File: config.mk
export PLATFORM = sky130hd
export DESIGN_NAME = lstm_state_buffer
export DESIGN_NICKNAME = d
export VERILOG_FILES = /design/src/rtl/lstm_state_buffer.sv
export SDC_FILE = /design/constraint.sdc
export NUM_CORES = 2
export LEC_CHECK = 0
export ABC_AREA = 0
export CORE_UTILIZATION = 50
export DETAILED_ROUTE_END_ITERATION = 12
export GPL_TIMING_DRIVEN = 0
export HOLD_SLACK_MARGIN = 0.06
export PLACE_DENSITY = 0.65
export SLEW_MARGIN = 20
export SYNTH_ARGS = -nofsm -noshare
export SYNTH_HDL_FRONTEND = slang
export SYNTH_SLANG_ARGS = --single-unit
File: constraint.sdc
create_clock -name clk -period 3.56 [get_ports clk]
set_input_delay 0.712 -clock clk [delete_from_list [all_inputs] [get_ports clk]]
set_output_delay 0.712 -clock clk [all_outputs]
set_load 0.05 [all_outputs]
File: src/rtl/lstm_state_buffer.sv
// lstm_state_buffer
//   Ping-pong capture of the per-unit LSTM cell state (c) and hidden state (h).
//   The bank selected by wr_bank_q is filled one unit at a time during a timestep.
//   The other bank (~wr_bank_q) serves the previous timestep through a one-cycle
//   random-access read port. zero_init_q forces reads to zero until the first
//   completed timestep of a sequence has been swapped in.
//
//   Optional feature: define STATE_BUF_STEP_CNT_EN to add the saturating
//   step_count output, which counts step_done pulses since seq_start or reset.
//
//   Handshakes: c_valid/h_valid are single-cycle strobes with no backpressure,
//   one per unit, and are dropped when they cannot be accepted.
//   rd_en/rd_valid form a fixed-latency pair: rd_en in cycle n gives rd_valid
//   with data in cycle n+1. There is no stall.
module lstm_state_buffer #(
    parameter int DATA_WIDTH  = 16,
    parameter int HIDDEN_SIZE = 64,
    parameter int ADDR_WIDTH  = 6     // must equal $clog2(HIDDEN_SIZE)
) (
    input  logic                  clk,
    input  logic                  rst_n,
    input  logic                  seq_start,
    input  logic                  step_start,
    input  logic [DATA_WIDTH-1:0] c_in,
    input  logic                  c_valid,
    input  logic [DATA_WIDTH-1:0] h_in,
    input  logic                  h_valid,
    input  logic                  rd_en,
    input  logic [ADDR_WIDTH-1:0] rd_addr,
    output logic [DATA_WIDTH-1:0] c_prev,
    output logic [DATA_WIDTH-1:0] h_prev,
    output logic                  rd_valid,
    output logic                  step_done,
    output logic                  busy,
    output logic                  err
`ifdef STATE_BUF_STEP_CNT_EN
    ,
    output logic [15:0]           step_count
`endif
);

    // The pointers must be able to hold HIDDEN_SIZE itself, so they need one extra bit.
    localparam int PTR_W = ADDR_WIDTH + 1;
    localparam logic [PTR_W-1:0] FULL_PTR = PTR_W'(HIDDEN_SIZE);

    typedef enum logic [1:0] {
        S_IDLE = 2'd0,
        S_FILL = 2'd1,
        S_DONE = 2'd2
    } state_t;

    state_t                  state_q, state_d;
    logic                    wr_bank_q, wr_bank_d;
    logic                    zero_init_q, zero_init_d;
    logic [PTR_W-1:0]        c_wptr_q, c_wptr_d;
    logic [PTR_W-1:0]        h_wptr_q, h_wptr_d;
    logic                    err_q, err_d;
    logic                    step_done_q, step_done_d;
    logic                    rd_valid_q, rd_valid_d;
    logic [DATA_WIDTH-1:0]   c_prev_q, c_prev_d;
    logic [DATA_WIDTH-1:0]   h_prev_q, h_prev_d;

    // Bank storage. It is not reset, because zero_init_q masks stale contents.
    logic [DATA_WIDTH-1:0]   c_bank_q [2][HIDDEN_SIZE];
    logic [DATA_WIDTH-1:0]   h_bank_q [2][HIDDEN_SIZE];

    logic c_full, h_full;
    logic start_fill, swap;
    logic c_wr, h_wr;
    logic rd_oob;
    logic proto_err;

    assign c_full = (c_wptr_q == FULL_PTR);
    assign h_full = (h_wptr_q == FULL_PTR);
    assign rd_oob = ({1'b0, rd_addr} >= FULL_PTR);

    // State register
    always_ff @(posedge clk or negedge rst_n) begin
        if (!rst_n) begin
            state_q <= S_IDLE;
        end else begin
            state_q <= state_d;
        end
    end

    // Next-state logic. seq_start overrides every transition.
    always_comb begin
        state_d = state_q;
        if (seq_start) begin
            state_d = S_IDLE;
        end else begin
            case (state_q)
                S_IDLE:  if (step_start) state_d = S_FILL;
                S_FILL:  if (c_full && h_full) state_d = S_DONE;
                S_DONE:  if (step_start) state_d = S_FILL;
                default: state_d = S_IDLE;
            endcase
        end
    end

    // FSM outputs: the step_done pulse and the busy level
    always_comb begin
        step_done_d = !seq_start && (state_q == S_FILL) && c_full && h_full;
        busy        = (state_q == S_FILL);
    end

    // Capture control: pointers, bank select, zero-init mask and sticky error
    always_comb begin
        start_fill = !seq_start && step_start && (state_q != S_FILL);
        swap       = !seq_start && step_start && (state_q == S_DONE);
        c_wr       = !seq_start && (state_q == S_FILL) && c_valid && !c_full;
        h_wr       = !seq_start && (state_q == S_FILL) && h_valid && !h_full;

        c_wptr_d = c_wptr_q;
        if (seq_start || start_fill) c_wptr_d = '0;
        else if (c_wr)               c_wptr_d = c_wptr_q + 1'b1;

        h_wptr_d = h_wptr_q;
        if (seq_start || start_fill) h_wptr_d = '0;
        else if (h_wr)               h_wptr_d = h_wptr_q + 1'b1;

        wr_bank_d   = wr_bank_q ^ swap;
        zero_init_d = zero_init_q;
        if (seq_start)  zero_init_d = 1'b1;
        else if (swap)  zero_init_d = 1'b0;

        proto_err = ((c_valid || h_valid) && (state_q != S_FILL))
                  || ((state_q == S_FILL) && c_valid && c_full)
                  || ((state_q == S_FILL) && h_valid && h_full)
                  || ((state_q == S_FILL) && step_start)
                  || (rd_en && rd_oob);
        err_d = seq_start ? 1'b0 : (err_q || proto_err);
    end

    // Read port: always from the bank not being written, with zeros while masked
    always_comb begin
        rd_valid_d = rd_en;
        c_prev_d   = c_prev_q;
        h_prev_d   = h_prev_q;
        if (rd_en) begin
            if (zero_init_q || rd_oob) begin
                c_prev_d = '0;
                h_prev_d = '0;
            end else begin
                c_prev_d = c_bank_q[~wr_bank_q][rd_addr];
                h_prev_d = h_bank_q[~wr_bank_q][rd_addr];
            end
        end
    end

    // Control and output registers
    always_ff @(posedge clk or negedge rst_n) begin
        if (!rst_n) begin
            wr_bank_q   <= 1'b0;
            zero_init_q <= 1'b1;
            c_wptr_q    <= '0;
            h_wptr_q    <= '0;
            err_q       <= 1'b0;
            step_done_q <= 1'b0;
            rd_valid_q  <= 1'b0;
            c_prev_q    <= '0;
            h_prev_q    <= '0;
        end else begin
            wr_bank_q   <= wr_bank_d;
            zero_init_q <= zero_init_d;
            c_wptr_q    <= c_wptr_d;
            h_wptr_q    <= h_wptr_d;
            err_q       <= err_d;
            step_done_q <= step_done_d;
            rd_valid_q  <= rd_valid_d;
            c_prev_q    <= c_prev_d;
            h_prev_q    <= h_prev_d;
        end
    end

    // Bank writes into the fill bank. The data is stored bit-exact.
    always_ff @(posedge clk) begin
        if (c_wr) c_bank_q[wr_bank_q][c_wptr_q[ADDR_WIDTH-1:0]] <= c_in;
        if (h_wr) h_bank_q[wr_bank_q][h_wptr_q[ADDR_WIDTH-1:0]] <= h_in;
    end

    assign c_prev    = c_prev_q;
    assign h_prev    = h_prev_q;
    assign rd_valid  = rd_valid_q;
    assign step_done = step_done_q;
    assign err       = err_q;

`ifdef STATE_BUF_STEP_CNT_EN
    logic [15:0] step_count_q, step_count_d;

    // Saturating count of completed timesteps, which moves with the step_done pulse
    always_comb begin
        step_count_d = step_count_q;
        if (seq_start)                                 step_count_d = '0;
        else if (step_done_d && step_count_q != 16'hFFFF) step_count_d = step_count_q + 16'd1;
    end

    // Step counter register
    always_ff @(posedge clk or negedge rst_n) begin
        if (!rst_n) step_count_q <= '0;
        else        step_count_q <= step_count_d;
    end

    assign step_count = step_count_q;
`endif

endmodule
== Word level (Yosys, flattened, before mapping) ==
Memory sizes are Yosys's and may differ from the RTL's.
Index checks and enable logic that the tools add are counted.
W data, S select, Z words.

* $add $sub $neg: 2
* Multiply operators: 0
* Divide/modulo/power cells: 0
* Magnitude comparators: 5
* Equality and inequality tests: 7
* Shift-type cells: 0
* Mux-type cells: 27
* Bitwise operators: 5
* Reductions and logical operators: 34

{| class="wikitable"
|+ Operators with widths
! kind !! number
|-
| $mux W1024 || 2
|-
| $bmux W16 S6 || 2
|-
| $demux W16 S6 || 2
|-
| $mux W16 || 8
|-
| $mux W7 || 4
|-
| $ge A7 B7 Y1 const B || 3
|-
| $not A6 Y7 || 3
|-
| $logic_and A1 B1 Y1 || 19
|-
| $add A7 B1 Y7 const B || 2
|-
| $eq A7 B7 Y1 const B || 2
|-
| $lt A7 B1 Y1 const B || 2
|-
| $logic_or A1 B1 Y1 || 6
|-
| $mux W2 || 3
|-
| $reduce_bool A2 Y1 || 3
|-
| $mux W1 || 5
|-
| $pmux W2 S2 || 1
|-
| $logic_not A1 Y1 || 3
|-
| $ne A3 B1 Y1 const B || 1
|-
| $ne A3 B2 Y1 const B || 1
|-
| $eq A2 B1 Y1 const B || 1
|-
| $eq A2 B2 Y1 const B || 1
|-
| $logic_not A2 Y1 || 1
|-
| $ne A2 B1 Y1 const B || 1
|-
| $reduce_and A2 Y1 || 1
|-
| 3 further kinds || 3
|}

* Register bits: 53
* Bits in latches: 0
* Bits in writable memories: 4096
* Bits in read-only memories: 0
* Bits of input ports: 45
* Output and inout port bits: 36
* Word-level logic and storage cells: 92
* Memories kept: 2

{| class="wikitable"
|+ Memories
! name !! words !! bits a word !! read ports !! clocked after Yosys merged registers in !! wr ports !! line !! RTL
|-
| c_bank_q || 2 || 1024 || 1 || 0 || 1 || 64 || <nowiki>logic [DATA_WIDTH-1:0] c_bank_q [2][HIDDEN_SIZE];</nowiki>
|-
| h_bank_q || 2 || 1024 || 1 || 0 || 1 || 65 || <nowiki>logic [DATA_WIDTH-1:0] h_bank_q [2][HIDDEN_SIZE];</nowiki>
|}

== Longest topological paths before layout ==
* Word-level depth: 8
* Mapped depth: 10
* Mapped depth without buffers: 7

== Worst setup path after synthesis ==
No wires, ideal clock.

* Kind: input to register
* From: in seq_start
* To: mem c_bank_q[1][224] (netlist name) (enable)
* Setup time: 389 ps
* Arrival time: 2897 ps
* Required time: 3171 ps
* Setup slack: 275 ps
* Stages on the path: 7
* Path buffers: 2
* Cells stage by stage: clkbuf_1 > nor3b_1 > o311ai_2 > nor2_1 > nand3_1 > clkbuf_1 > nor2_1

* Word-level cells in the longest chain between the ends: 6

{| class="wikitable"
|+ Ends and longest elaborated chain
! item !! line !! RTL
|-
| from (decl) || 22 || <nowiki>input logic seq_start,</nowiki>
|-
| $logic_not A1 Y1 || 111 || <nowiki>c_wr = !seq_start && (state_q == S_FILL) && c_valid && !c_full;</nowiki>
|-
| $logic_and A1 B1 Y1 (3 in series) || 111 ||
|-
| $mux W1 || 178 || <nowiki>if (c_wr) c_bank_q[wr_bank_q][c_wptr_q[ADDR_WIDTH-1:0]] <= c_in;</nowiki>
|-
| $mux W1024 (implied by the code) || 178 ||
|-
| to (decl) || 64 ||
|}

No other way between the ends.

== Worst setup path after layout ==
* From: reg wr_bank_q
* To: mem c_bank_q[1][732] (netlist name) (enable)

{| class="wikitable"
|+ RTL lines
! item !! line !! RTL
|-
| from (decl) || 53 || <nowiki>logic wr_bank_q, wr_bank_d;</nowiki>
|-
| from (signal assigned) || 164 || <nowiki>wr_bank_q <= wr_bank_d;</nowiki>
|}

No word-level cell before the write port.

==> out/summary.txt <==
Mapped Nets: 7179
Clock Skew: 0.115 ns
Global-route wire length before repair: 622000 um
Worst-Skew Late Latency: 1.00 ns
Remaining global-route overflow: 0
CTS root buffer: clkbuf_16
Routed wire length on met3: 47100 um
Clock slew seen by the registers of the worst setup and hold paths: 0.06 ns
Required @ worst endpoint: 4.22 ns
Vias/cell: 6.38
Filler cells: 22060
Initial antenna violation count: 31
Total Nets Final: 8025
RSZ-0062 raised after global routing: true
RR Endpoint: c_bank_q[1][732]
Main combinational cell family by area after synthesis: multiplexers
Least-Margin Pin Slew: 1.08 ns
Tcrit/Tclk final: 1.03
Commonest non-fill, non-tap cell in the layout: edfxtp_1
Post-Synth Simple-Gate Area: 0.0193
Startpoint of the worst setup timing path: wr_bank_q
Compound-Gate Fraction of Synth Area: 0.0252
Status: finished, violations left
Sw frac: 0.213
Detailed-route DRC error count: 0
DRT Pass-1 Iters: 6
Most used cell, CP: buf_4
Unique masters post-synth: 49
Synth async-reset ratio: 0.0128
Final ANT Viol Nets: 0
Total number of vias: 79752
Prevailing post-synth register cell: edfxtp_1
FF+latch count, synth: 4149
Number of global-route vias before repair: 79214
WL met2: 212000 um
R2R Setup Slk: -0.12 ns
Pin count of the biggest net entering global routing: 89
Hold Vio Cnt, Final: 0
Int Power: 79200 uW
Initial Util: 0.503
Mux cell area share after synthesis: 0.160
Number of H-tree levels: 5
Total track usage: 0.283
Ports: 81
Area contributors post-synth: edfxtp_1 77%, mux4_2 14%, mux2i_1 1.0%
Max-cap violations: 0
Die area: 320000 um^2
Sw power: 21500 uW
Crit-path cells: buf_6 -> buf_6 -> buf_12 -> buf_4 -> buf_4 -> buf_4 -> nand3_2 -> nor2_2 -> buf_8
CP delay by family, top: buffers and inverters
Clock sink count: 4149
Fin Setup TNS: -15.39 ns
Crit path time final: 3.68 ns
Clock power share: 0.431
Final GP Congestion: 0.941
HPWL Detailed: 313000 um
# port buffers: 78
Leading area contributor after synthesis: edfxtp_1
XOR/XNOR Fraction of Synth Area: 0.000552
Kind of critical path: flip-flop to flip-flop
Worst reg-to-reg path cell count: 9
Post-synth EDFFs: 4096
YS warnings: 0
Syn Inst Count: 7130
Worst R2R Start: wr_bank_q
Crit-path max FO: 19
Non-Filler Instances: 12506
Biggest cell delay along the critical path: 0.49 ns
Failing checks: negative setup slack
DP Cell Count: 11612
Die Span Y: 565 um
Uppermost layer routed: met5
CP Capture Type: flip-flop
Die X: 565 um
Total Power: 101000 uW
Leakage power: 0.0577 uW
Setup ws final: -0.121 ns
Slew margin rel.: 0.281
P per Cell Area: 541 nW/um^2
Critical Path AT: 4.35 ns
Synth Area in Adders: 0.000315
Slew Limit Fails: 0
Worst hold path class: input port to async pin
Combinational share of power: 0.036
Sequential power share: 0.533
VDD IR max: 0.478 mV
Max frequency: 0.272 GHz
Core Footprint: 315000 um^2
CTS buffer count: 416
Synth-to-layout area growth: 17.3%
Synth Cell Area: 159000 um^2
Worst setup SP type: flip-flop
DRT iter0 DRCs: 11717
Sequential share of the synthesized area: 0.783
CTS tree: built
Highest-count cells in the layout ignoring fill and taps: 4096 x edfxtp_1, 992 x mux4_2, 417 x clkbuf_16
DRT met1 WL: 166000 um
# rows: 206
Syn_area_per_cell: 22.3 um^2
Dpl ws: -2.23 ns
Post-Route WL: 451000 um
Top-area cell type share of the netlist area: 0.775
Crit path buf inv count: 7
CTS Buffer Depth: 4
Slowest-stage cell, CP: nor2_2
Final setup violation count: 347
Share of layout cells above drive strength 1: 0.327
WL/cell: 36.1 um
final cells by class:
type                       count  area, um^2  area share
antenna                       12        30.0    0.000161
buffer                       398        2020      0.0109
clock buffer                 507       10800      0.0579
clock inverter               269        2750      0.0148
inverter                      10        37.5    0.000202
multi-input combinational   2565       35100       0.188
sequential                  4149      124000       0.668
tap                         4160        5200      0.0280
timing repair buffer         436        5930      0.0319
power groups by stage:
stage               sequential [uW]  combinational (uW)  clock (uW)
CTS                           53700                3570       43700
global placement              55000                3250           0
global route                  53600                3690       45500
finish                        53700                3610       43400
floorplan                     54700                1330           0
detailed placement            54700                3500           0
worst max path at each step:
stage                        to  depth (start not counted)  slack, ns
6_report       c_bank_q[1][732]                          9      -0.12
5_1_grt        c_bank_q[0][161]                          9      -0.15
4_1_cts        c_bank_q[0][932]                          9      -0.16
3_5_place_dp          h_prev[7]                          9      -2.23
3_3_place_gp   h_bank_q[0][321]                          7      -3.74
2_1_floorplan  c_bank_q[1][224]                          7       0.27
registers in the layout (all words and copies together), names as in the netlist:
signal	cells
rd_valid	1
step_done	1
h_bank_q	2048
h_prev	16
state_q	2
c_bank_q	2048
c_wptr_q	7
wr_bank_q	1
h_wptr_q	7
c_prev	16
zero_init_q	1
err	1
kinds of logic after synthesis:
group           Yosys count
flops                  4149
mux                    1281
fa+ha+maj                 4
simple gates            710
xor+xnor                 10
compound gates          560
buf+inv                 416
Yosys cell counts (33+ instances only):
| cell | number |
|---|---|
| a211o_1 | 64 |
| a31oi_1 | 33 |
| a32oi_1 | 33 |
| buf_2 | 132 |
| clkbuf_1 | 226 |
| dfrtp_1 | 52 |
| edfxtp_1 | 4096 |
| mux2_2 | 128 |
| mux2i_1 | 161 |
| mux4_2 | 992 |
| nand2_1 | 165 |
| nand2b_1 | 39 |
| nand3_1 | 61 |
| nor2_1 | 346 |
| nor2b_1 | 44 |
| nor3_1 | 36 |
| o21ai_0 | 70 |
| o22ai_1 | 128 |
| o311ai_1 | 33 |
what timing repair did:
action | in CTS | in global routing
hold buffers | 1 | 0
setup buffers | 56 | 57
pin swaps | 41 | 28
setup endpoints to repair | 4130 | 1617
endpoints found under the hold margin | 53 | 0
resized for setup | 329 | 82
metal layers:
metal,global-route usage,vias to the layer above
li1,-,31903
met1,0.379,42488
met4,0.135,8
met2,0.444,4527
met3,0.0638,826
met5,0,-
stage by stage:
stage / util / hold slack (ns) / area, um^2
final: 0.590 / 0.119 / 186000
after global routing: 0.590 / 0.106 / 186000
after CTS: 0.587 / 0.0656 / 185000
after detailed placement: 0.537 / 0.537 / 169000
after floorplan: - / 0.416 / 159000
after global placement: 0.522 / 0.529 / 165000
(Power assumes the default switching activity.)
